<file path="config.mk">
export PLATFORM = sky130hd
export DESIGN_NAME = dcache_flat
export DESIGN_NICKNAME = d
export VERILOG_FILES = /design/src/rtl/dcache_pkg.sv /design/src/rtl/dcache_if.sv /design/src/rtl/dcache_array.sv /design/src/rtl/dcache.sv /design/src/flat_wrapper.sv
export SDC_FILE = /design/constraint.sdc
export NUM_CORES = 2
export LEC_CHECK = 0
export ABC_AREA = 1
export BUFFER_PORTS_ARGS = -buffer_cell sky130_fd_sc_hd__buf_2
export CAP_MARGIN = 10
export CORE_UTILIZATION = 55
export DETAILED_ROUTE_END_ITERATION = 7
export PLACE_DENSITY = 0.71
export SETUP_SLACK_MARGIN = 0.3
export SLEW_MARGIN = 25
export SYNTH_ARGS = -nofsm -noshare
export SYNTH_HDL_FRONTEND = slang
export SYNTH_SLANG_ARGS = --single-unit
</file>
<file path="constraint.sdc">
create_clock -name clk -period 6.1 [get_ports clk]
set_input_delay 0.61 -clock clk [delete_from_list [all_inputs] [get_ports clk]]
set_output_delay 0.61 -clock clk [all_outputs]
set_load 0.01 [all_outputs]
</file>
<file path="src/rtl/dcache_pkg.sv">
// Shared types, default geometry and address-field helpers for the data cache.
package dcache_pkg;

    localparam int WORD_W          = 32;
    localparam int DEF_SETS        = 16;
    localparam int DEF_LINE_WORDS  = 4;

    typedef enum logic [1:0] {
        IDLE      = 2'd0,
        WRITEBACK = 2'd1,
        REFILL    = 2'd2
    } state_t;

    // Tag field: everything above index and word offset.
    function automatic logic [31:0] addr_tag(input logic [31:0] addr,
                                             input int idx_w,
                                             input int off_w);
        return addr >> (2 + off_w + idx_w);
    endfunction

    // Line index field.
    function automatic logic [31:0] addr_index(input logic [31:0] addr,
                                               input int idx_w,
                                               input int off_w);
        return (addr >> (2 + off_w)) & ((32'd1 << idx_w) - 32'd1);
    endfunction

    // Word-within-line field; byte offset bits [1:0] are dropped.
    function automatic logic [31:0] addr_word(input logic [31:0] addr,
                                              input int off_w);
        return (addr >> 2) & ((32'd1 << off_w) - 32'd1);
    endfunction

endpackage

</file>
<file path="src/rtl/dcache_if.sv">
// Pipeline-side and memory-side bundles of the data cache.
interface dcache_cpu_if;
    import dcache_pkg::*;

    logic              Wen;
    logic              Ren;
    logic [WORD_W-1:0] Addr;
    logic [WORD_W-1:0] WriteData;
    logic [WORD_W-1:0] ReadData;
    logic              Stall;

    // master = memory stage, slave = cache
    modport master (output Wen, Ren, Addr, WriteData, input ReadData, Stall);
    modport slave  (input Wen, Ren, Addr, WriteData, output ReadData, Stall);
endinterface

interface dcache_mem_if;
    import dcache_pkg::*;

    logic              mem_req;
    logic              mem_we;
    logic [WORD_W-1:0] mem_addr;
    logic [WORD_W-1:0] mem_wdata;
    logic [WORD_W-1:0] mem_rdata;
    logic              mem_ready;

    // master = cache, slave = main memory
    modport master (output mem_req, mem_we, mem_addr, mem_wdata,
                    input mem_rdata, mem_ready);
    modport slave  (input mem_req, mem_we, mem_addr, mem_wdata,
                    output mem_rdata, mem_ready);
endinterface

</file>
<file path="src/rtl/dcache_array.sv">
// Line storage: valid/dirty flags, tags and data words, one read and one write port.
module dcache_array
    import dcache_pkg::*;
#(
    parameter int SETS       = DEF_SETS,
    parameter int LINE_WORDS = DEF_LINE_WORDS,
    parameter int IDX_W      = $clog2(SETS),
    parameter int OFF_W      = $clog2(LINE_WORDS),
    parameter int TAG_W      = 30 - IDX_W - OFF_W
) (
    input  logic              clk,
    input  logic              reset,
    // read port
    input  logic [IDX_W-1:0]  rd_index,
    input  logic [OFF_W-1:0]  rd_word,
    output logic [WORD_W-1:0] rd_data,
    output logic [TAG_W-1:0]  rd_tag,
    output logic              rd_valid,
    output logic              rd_dirty,
    // write port
    input  logic [IDX_W-1:0]  wr_index,
    input  logic [OFF_W-1:0]  wr_word,
    input  logic [WORD_W-1:0] wr_data,
    input  logic              we_data,
    input  logic [TAG_W-1:0]  wr_tag,
    input  logic              we_tag,
    input  logic              wr_valid,
    input  logic              wr_dirty,
    input  logic              we_flags
);

    logic [WORD_W-1:0] data_mem [SETS][LINE_WORDS];
    logic [TAG_W-1:0]  tag_mem  [SETS];
    logic [SETS-1:0]   valid_q;
    logic [SETS-1:0]   dirty_q;

    assign rd_data  = data_mem[rd_index][rd_word];
    assign rd_tag   = tag_mem[rd_index];
    assign rd_valid = valid_q[rd_index];
    assign rd_dirty = dirty_q[rd_index];

    // Data and tag storage; not reset, contents only matter once a line is valid.
    always_ff @(posedge clk) begin
        if (we_data) begin
            data_mem[wr_index][wr_word] <= wr_data;
        end
        if (we_tag) begin
            tag_mem[wr_index] <= wr_tag;
        end
    end

    // Line flags; reset invalidates every line, including one caught mid-refill.
    always_ff @(posedge clk) begin
        if (reset) begin
            valid_q <= '0;
            dirty_q <= '0;
        end else if (we_flags) begin
            valid_q[wr_index] <= wr_valid;
            dirty_q[wr_index] <= wr_dirty;
        end
    end

endmodule

</file>
<file path="src/rtl/dcache.sv">
// Direct-mapped write-back write-allocate data cache with word-serial line transfers.
//
// state     | meaning
// ----------+-----------------------------------------------------------
// IDLE      | serve hits combinationally; a miss stalls and picks a path
// WRITEBACK | stream the dirty victim line out, word cnt per ready beat
// REFILL    | stream the requested line in, install tag on last beat
module dcache
    import dcache_pkg::*;
#(
    parameter int SETS       = DEF_SETS,
    parameter int LINE_WORDS = DEF_LINE_WORDS
) (
    input  logic         clk,
    input  logic         reset,
    dcache_cpu_if.slave  cpu,
    dcache_mem_if.master mem
);

    localparam int IDX_W = $clog2(SETS);
    localparam int OFF_W = $clog2(LINE_WORDS);
    localparam int TAG_W = 30 - IDX_W - OFF_W;
    localparam logic [OFF_W-1:0] LAST_WORD = OFF_W'(LINE_WORDS - 1);

    state_t            state_q, state_d;
    logic [OFF_W-1:0]  cnt_q, cnt_d;

    logic [TAG_W-1:0]  req_tag;
    logic [IDX_W-1:0]  req_index;
    logic [OFF_W-1:0]  req_word;
    logic              access;
    logic              hit;

    logic [OFF_W-1:0]  rd_word;
    logic [WORD_W-1:0] rd_data;
    logic [TAG_W-1:0]  rd_tag;
    logic              rd_valid;
    logic              rd_dirty;

    logic [OFF_W-1:0]  wr_word;
    logic [WORD_W-1:0] wr_data;
    logic              we_data;
    logic              we_tag;
    logic              wr_valid;
    logic              wr_dirty;
    logic              we_flags;

    logic              stall;
    logic              mem_req;
    logic              mem_we;
    logic [WORD_W-1:0] mem_addr;

    assign req_tag   = TAG_W'(addr_tag(cpu.Addr, IDX_W, OFF_W));
    assign req_index = IDX_W'(addr_index(cpu.Addr, IDX_W, OFF_W));
    assign req_word  = OFF_W'(addr_word(cpu.Addr, OFF_W));
    assign access    = cpu.Wen | cpu.Ren;
    assign hit       = rd_valid && (rd_tag == req_tag);

    dcache_array #(
        .SETS       (SETS),
        .LINE_WORDS (LINE_WORDS),
        .IDX_W      (IDX_W),
        .OFF_W      (OFF_W),
        .TAG_W      (TAG_W)
    ) u_array (
        .clk      (clk),
        .reset    (reset),
        .rd_index (req_index),
        .rd_word  (rd_word),
        .rd_data  (rd_data),
        .rd_tag   (rd_tag),
        .rd_valid (rd_valid),
        .rd_dirty (rd_dirty),
        .wr_index (req_index),
        .wr_word  (wr_word),
        .wr_data  (wr_data),
        .we_data  (we_data),
        .wr_tag   (req_tag),
        .we_tag   (we_tag),
        .wr_valid (wr_valid),
        .wr_dirty (wr_dirty),
        .we_flags (we_flags)
    );

    // State and word counter registers.
    always_ff @(posedge clk) begin
        if (reset) begin
            state_q <= IDLE;
            cnt_q   <= '0;
        end else begin
            state_q <= state_d;
            cnt_q   <= cnt_d;
        end
    end

    // Next state, array write controls and memory-side drive.
    always_comb begin
        state_d  = state_q;
        cnt_d    = cnt_q;
        stall    = 1'b0;
        mem_req  = 1'b0;
        mem_we   = 1'b0;
        mem_addr = '0;
        rd_word  = req_word;
        wr_word  = req_word;
        wr_data  = cpu.WriteData;
        we_data  = 1'b0;
        we_tag   = 1'b0;
        we_flags = 1'b0;
        wr_valid = 1'b0;
        wr_dirty = 1'b0;

        case (state_q)
            IDLE: begin
                if (access) begin
                    if (hit) begin
                        // Wen wins when both strobes are set.
                        if (cpu.Wen) begin
                            we_data  = 1'b1;
                            we_flags = 1'b1;
                            wr_valid = 1'b1;
                            wr_dirty = 1'b1;
                        end
                    end else begin
                        stall   = 1'b1;
                        cnt_d   = '0;
                        state_d = (rd_valid && rd_dirty) ? WRITEBACK : REFILL;
                    end
                end
            end

            WRITEBACK: begin
                stall    = 1'b1;
                mem_req  = 1'b1;
                mem_we   = 1'b1;
                rd_word  = cnt_q;
                mem_addr = {rd_tag, req_index, cnt_q, 2'b00};
                if (mem.mem_ready) begin
                    cnt_d = cnt_q + OFF_W'(1);
                    if (cnt_q == LAST_WORD) begin
                        cnt_d   = '0;
                        state_d = REFILL;
                    end
                end
            end

            REFILL: begin
                stall    = 1'b1;
                mem_req  = 1'b1;
                mem_addr = {req_tag, req_index, cnt_q, 2'b00};
                if (mem.mem_ready) begin
                    we_data = 1'b1;
                    wr_word = cnt_q;
                    wr_data = mem.mem_rdata;
                    cnt_d   = cnt_q + OFF_W'(1);
                    if (cnt_q == LAST_WORD) begin
                        // Install the line clean; a pending store dirties it on retry.
                        we_tag   = 1'b1;
                        we_flags = 1'b1;
                        wr_valid = 1'b1;
                        wr_dirty = 1'b0;
                        state_d  = IDLE;
                    end
                end
            end

            default: begin
                state_d = IDLE;
            end
        endcase
    end

    assign cpu.ReadData  = rd_data;
    assign cpu.Stall     = stall;
    assign mem.mem_req   = mem_req;
    assign mem.mem_we    = mem_we;
    assign mem.mem_addr  = mem_addr;
    assign mem.mem_wdata = rd_data;

endmodule

</file>
<file path="src/flat_wrapper.sv">
// flat-port wrapper written by rule: the top's interface ports become plain ports
module dcache_flat import dcache_pkg::*;
#(
    parameter int SETS       = DEF_SETS,
    parameter int LINE_WORDS = DEF_LINE_WORDS
)
  (clk, reset, cpu_Wen, cpu_Ren, cpu_Addr, cpu_WriteData, cpu_ReadData, cpu_Stall, mem_mem_req, mem_mem_we, mem_mem_addr, mem_mem_wdata, mem_mem_rdata, mem_mem_ready);
  dcache_cpu_if cpu_i ();
  dcache_mem_if mem_i ();
  input  logic clk;
  input  logic reset;
  input wire logic [$bits(cpu_i.Wen)-1:0] cpu_Wen;
  input wire logic [$bits(cpu_i.Ren)-1:0] cpu_Ren;
  input wire logic [$bits(cpu_i.Addr)-1:0] cpu_Addr;
  input wire logic [$bits(cpu_i.WriteData)-1:0] cpu_WriteData;
  output wire logic [$bits(cpu_i.ReadData)-1:0] cpu_ReadData;
  output wire logic [$bits(cpu_i.Stall)-1:0] cpu_Stall;
  output wire logic [$bits(mem_i.mem_req)-1:0] mem_mem_req;
  output wire logic [$bits(mem_i.mem_we)-1:0] mem_mem_we;
  output wire logic [$bits(mem_i.mem_addr)-1:0] mem_mem_addr;
  output wire logic [$bits(mem_i.mem_wdata)-1:0] mem_mem_wdata;
  input wire logic [$bits(mem_i.mem_rdata)-1:0] mem_mem_rdata;
  input wire logic [$bits(mem_i.mem_ready)-1:0] mem_mem_ready;
  assign cpu_i.Wen = cpu_Wen;
  assign cpu_i.Ren = cpu_Ren;
  assign cpu_i.Addr = cpu_Addr;
  assign cpu_i.WriteData = cpu_WriteData;
  assign cpu_ReadData = cpu_i.ReadData;
  assign cpu_Stall = cpu_i.Stall;
  assign mem_mem_req = mem_i.mem_req;
  assign mem_mem_we = mem_i.mem_we;
  assign mem_mem_addr = mem_i.mem_addr;
  assign mem_mem_wdata = mem_i.mem_wdata;
  assign mem_i.mem_rdata = mem_mem_rdata;
  assign mem_i.mem_ready = mem_mem_ready;
  dcache #(.SETS(SETS), .LINE_WORDS(LINE_WORDS)) u_core (.clk(clk), .reset(reset), .cpu(cpu_i), .mem(mem_i));
endmodule
</file>
# Yosys cells after proc, flatten, opt, wreduce, memory -nomap -nowiden
# Memory sizes are Yosys's and may differ from the RTL's.
# Cells that the tools add are included.
# Widths: inputs -> output; s select.
[word_totals] elab_cells=86 ff_bits=36 input_bits=101 out_inout_bits=99 mem_bits_rw=2432 mem_count=2
[mem_list] memory="u_core.u_array.data_mem" depth=16 width=128 read_ports=1 rd_ports_with_merged_regs=0 wr=1 line_no="dcache_array.sv:32" source="logic [WORD_W-1:0] data_mem [SETS][LINE_WORDS];"
[mem_list] memory="u_core.u_array.tag_mem" depth=16 width=24 read_ports=1 rd_ports_with_merged_regs=0 wr=1 line_no="dcache_array.sv:33" source="logic [TAG_W-1:0] tag_mem [SETS];"
[classes] bitwise=3 eq_ne=10 n_mux=52 addsub=1 reduce_logical=9 order_cmp=5
[op_table] operator="$mux 32" n=5
[op_table] operator="$mux 128" n=1
[op_table] operator="$bmux 32 s2" n=1
[op_table] operator="$demux 32 s2" n=1
[op_table] operator="$pmux 32 s2" n=1
[op_table] operator="$bwmux 16" n=2
[op_table] operator="$mux 2" n=15
[op_table] operator="$eq 24x24->1" n=1
[op_table] operator="$mux 1" n=18
[op_table] operator="$pmux 2 s3" n=2
[op_table] operator="$bmux 1 s4" n=2
[op_table] operator="$ge 3x3->1 const B" n=2
[op_table] operator="$ne 2x1->1 const B" n=3
[op_table] operator="$ne 2x2->1 const B" n=3
[op_table] operator="$not 2->3" n=2
[op_table] operator="$pmux 1 s2" n=3
[op_table] operator="$reduce_and 6->1" n=1
[op_table] operator="$lt 4x5->1 const B" n=1
[op_table] operator="$reduce_and 5->1" n=1
[op_table] operator="$demux 1 s4" n=1
[op_table] operator="$eq 2x2->1 const B" n=2
[op_table] operator="$ge 4x1->1 const B" n=1
[op_table] operator="$logic_and 1x1->1" n=4
[op_table] operator="$lt 3x1->1 const B" n=1
[op_table] operator="other kinds (6)" n=6

# Longest topological paths before layout
[logic_depth] depth_word=8 mapped_depth=24 depth_no_buf=22

# Hierarchy
# A second synthesis with hierarchy kept.
[hier_totals] hier_cells=8421 hier_area_um2=100447.6
[by_module_without_submodules] module="dcache_array" cells_per_inst=8051 instances=1 area_per_inst_um2=98433.2 seq_area_each_um2=73670.7
[by_module_without_submodules] module="dcache" cells_per_inst=370 instances=1 area_per_inst_um2=2014.4 seq_area_each_um2=80.1

# Worst setup path after synthesis
# OpenSTA, ideal clock, no wires.
[synth_timing] kind="input to register" startpoint="in cpu_Addr[4]" endpoint="mem u_core.u_array.data_mem[0][0] (netlist name) (enable)" setup_slack_ns=1.849 t_arrival_ns=3.830 path_buffers=4 stages=19 t_required_ns=5.679 setup_ns=0.421 path_cell_list="buf_4 nand2_4 inv_2 buf_4 buf_4 nand2_1 nand3_1 nand2_1 nand2_1 o21bai_1 nand2_1 nor2_1 nand3_1 nor2_2 nand3_2 nand2_4 nand3_4 buf_6 nor2_1"
[synth_between] elab_chain_len=8 word_cells_on_any_way=10 classes_between="eq/ne (1); mux (7); reduce/logical (1); memory (1)"
[synth_rtl] element="start: declaration" line_no="flat_wrapper.sv:14" source="input wire logic [$bits(cpu_i.Addr)-1:0] cpu_Addr;"
[synth_rtl] element="$mem_v2 16x24 or $bmux 1 s4 (tied branches)"
[synth_rtl] element="$eq 24x24->1 or $mux 1 (tied branches)" line_no="dcache.sv:57, dcache_array.sv:39"
[synth_rtl] element="$logic_and 1x1->1" line_no="dcache.sv:57" source="assign hit = rd_valid && (rd_tag == req_tag);"
[synth_rtl] element="$mux 1" line_no="dcache.sv:116" source="if (hit) begin"
[synth_rtl] element="$mux 1" line_no="dcache.sv:115" source="if (access) begin"
[synth_rtl] element="$pmux 1 s2" line_no="dcache.sv:113" source="case (state_q)"
[synth_rtl] element="$mux 1" line_no="dcache_array.sv:44" source="if (we_data) begin"
[synth_rtl] element="$mux 128 (implied by the code)" line_no="dcache_array.sv:45" source="data_mem[wr_index][wr_word] <= wr_data;"
[synth_rtl] element="end: declaration" line_no="dcache_array.sv:32"
# Parallel ways exist; a longest one is shown, timed or not. The select of a mux whose other input is x is not followed.

# Worst setup path after layout
[layout_timing] startpoint="in cpu_Addr[5]" endpoint="out mem_mem_wdata[14]"
[layout_between] elab_chain_len=4
[layout_rtl] element="$mem_v2 16x128"
[layout_rtl] element="$bmux 32 s2" line_no="dcache_array.sv:37" source="assign rd_data = data_mem[rd_index][rd_word];"
[layout_rtl] element="$mux 32 (implied by the code) (2 in series)" line_no="dcache_array.sv:37"
[layout_rtl] element="end: declaration" line_no="flat_wrapper.sv:21" source="output wire logic [$bits(mem_i.mem_wdata)-1:0] mem_mem_wdata;"
# Every way passes these cells. The select of a mux whose other input is x is not followed.

==> metrics.cfg <==
[run_status]
status=completed

[worst_setup_path]
crit_arrival_ps=4540
rr_startpoint=u_core.state_q[0]
end_kind=output port
setup.worst_path.start=cpu_Addr[5]
cp.required_ps=5490
worstPathMaxFanout=83
critPathKind=input port to output port
startpoint_type=input port

[cells_and_area]
syn2layout_area_growth_pct=13.3
layout.nets=6651
drive_gt1_frac=0.128
final_util=0.629

[floorplanning]
core.rowCount=151
die_h_um=416
dieArea_mm2=0.173
core_mm2=0.170
initial_core_util=0.555
ioPinCount=200
die_x_um=416

[worst_hold_path]
hp-class=input port to flop
holdCritStartpoint=mem_mem_rdata[17]

[timing]
hold_ws_ps=94.2
report.final.slew_viol_count=0
postLayoutSetupSlackWorst_ps=951
finalSetupTns_ps=0
fin_crit_sh=0.844
tightest_slew_ps=1120
skew_ps=35.6
finalHoldViolCount=0
fmax_mhz=194
setup_viol=0
grt_setup_unrepaired=no
min_period_ps=5150
relSlewSlack=0.243

[synthesis]
ys_top_cells_by_count=edfxtp_1 (2,432), nand2_1 (1,251), a22oi_1 (975)
yosys_warnings=0
ys.flop_type=edfxtp_1
synth_top_family_by_area=compound AO/OA/AOI/OAI gates
synthXorXnorAreaFrac=0
synth-seq-cells=2468
synth-compound-area-share=0.122
synth_mux_area_frac=0
syn-cell-area_mm2=0.0941
synth.area.top_cells=edfxtp_1 (78%), a22oi_1 (7.8%), nand2_1 (5.0%)
netlist_instances=6348
synth_top_area_frac=0.776
synth-edff-count=2432
synthAdderAreaFrac=0.000665
syn_avg_cell_area_um2=14.8
seq_area_frac_synth=0.783
synth_top_area_cell=edfxtp_1
yosysMostFrequentCell=edfxtp_1
async_flop_share=0
ys_types=50
synth-simple-area-share=0.0697

[clock_tree]
cts_setup_buffers=0
cts_root_buf=clkbuf_16
clk_path_buf_depth=3
cts_buffers=224
numClockSinks=2468
htreeDepth=4
cts_tree=done
ctsHoldBuffers=0
clk_latency_ps=890
cts.repair.resized=0
cts.clk_slew.worst_paths_ps=60

[placement]
port_buffers=195
place_ws_ps=999
routabilityCongestion=0.855
dp_hpwl_um=134000

[pwr]
p_total_w=0.0372
power.static_leakage_nw=34.8
pwr_density_cell_mw_per_mm2=349
ir_drop_v=0.000329

[grt]
grtUsageTotal=0.296
grt_pass1_vias=56265
busiest_layer=met2
grt_pass1_wl_um=374000
use_met1=0.403
grtUsageMet3=0.0495
grt_max_degree=164
grt.overflow.total=0
antenna_found_initial=2
use_met2=0.471

[routing]
dr.pass1.iters=6
drt-vias-per-instance=6.55
remaining_drc_errors=0
wl_um=260000
wl_per_cell_um=29.0
postRouteAntennaNets=0
drt_iter0_drc=9022
vias=58644

[flow_run]
max_cap_viol_count=0

## cells in the final DEF (no fill, tap or decap), types with 7 or more instances in the layout
cell	instances
buf_16	11
nand2_4	13
nand2_1	1216
a22o_1	18
dfxtp_1	36
clkinvlp_4	7
nand4_1	16
buf_12	87
a31oi_1	27
a221oi_1	17
o21bai_1	7
clkinv_1	55
o41ai_1	35
nor3_1	19
nor2_1	100
nand2_2	27
clkbuf_16	224
a21oi_1	538
buf_4	111
inv_1	70
bufinv_16	11
nor4_1	65
a22oi_1	975
edfxtp_1	2432
clkinv_16	7
clkinv_2	47
buf_2	194
o21ai_0	70
nand3_1	66
nor2_4	86
clkbuf_1	58
## layer usage
metal | vias to the layer above | routed length [um]
met4 | 0 | 12600
met2 | 3955 | 123000
met3 | 608 | 28300
li1 | 24848 | -
met5 | - | 0
met1 | 29233 | 95600
## cell families after synthesis
family,Yosys count
AOI/OAI and AO/OA,1725
adders and majority gates,5
buffers and inverters,517
DFF,2468
other,1
and+or+nand+nor,1632
## cell type report
class                   count  area [um2]
fillers                 11758       63000
clock buffers             282        5820
inverters                  84         348
diodes                      1        2.50
flip-flops and latches   2468       73800
multi-input cells        3364       18900
repair buffers            403        3850
clock inverters           133        1160
well taps                2218        2780
## registers in the layout, summed over array words and instances (netlist names)
name and count:
u_core.u_array.data_mem 2048, u_core.state_q 2, u_core.cnt_q 2, u_core.u_array.valid_q 16, u_core.u_array.dirty_q 16, u_core.u_array.tag_mem 384
## path summary, 6_finish.rpt
check	to	slack, ps	depth (start not counted)
worst max register to register	u_core.u_array.data_mem[0][127]	2150	10
worst max-delay path	mem_mem_wdata[14]	950	12
worst min register to register	u_core.u_array.valid_q[6]	470	2
worst min-delay path	u_core.u_array.data_mem[12][17]	90	3
## through the flow
| stage | instance area [um2] | instances |
|---|---|---|
| finish | 107000 | 8953 |
| global route | 107000 | 8952 |
| CTS | 106000 | 8944 |
| detailed placement | 99400 | 8529 |
| global placement | 99200 | 8523 |
| floorplan | 94100 | 6349 |
## power by group
part / switching [W] / internal, W / leakage [nW]
combinational: 0.00328 / 0.000919 / 9.22
sequential: 0.0000294 / 0.0196 / 22.2
clock: 0.00612 / 0.00726 / 3.39
total: 0.00943 / 0.0277 / 34.8
## worst max-delay path, cell delays in order
cell and delay [ps]:
buf_2 430, inv_2 150, nand2_2 280, inv_8 210, buf_12 290, a22oi_1 230
a21oi_1 120, o41ai_1 1020, o21ai_0 370, nand2_1 380, nand2_1 160, buf_2 170
(Power assumes the default switching activity.)
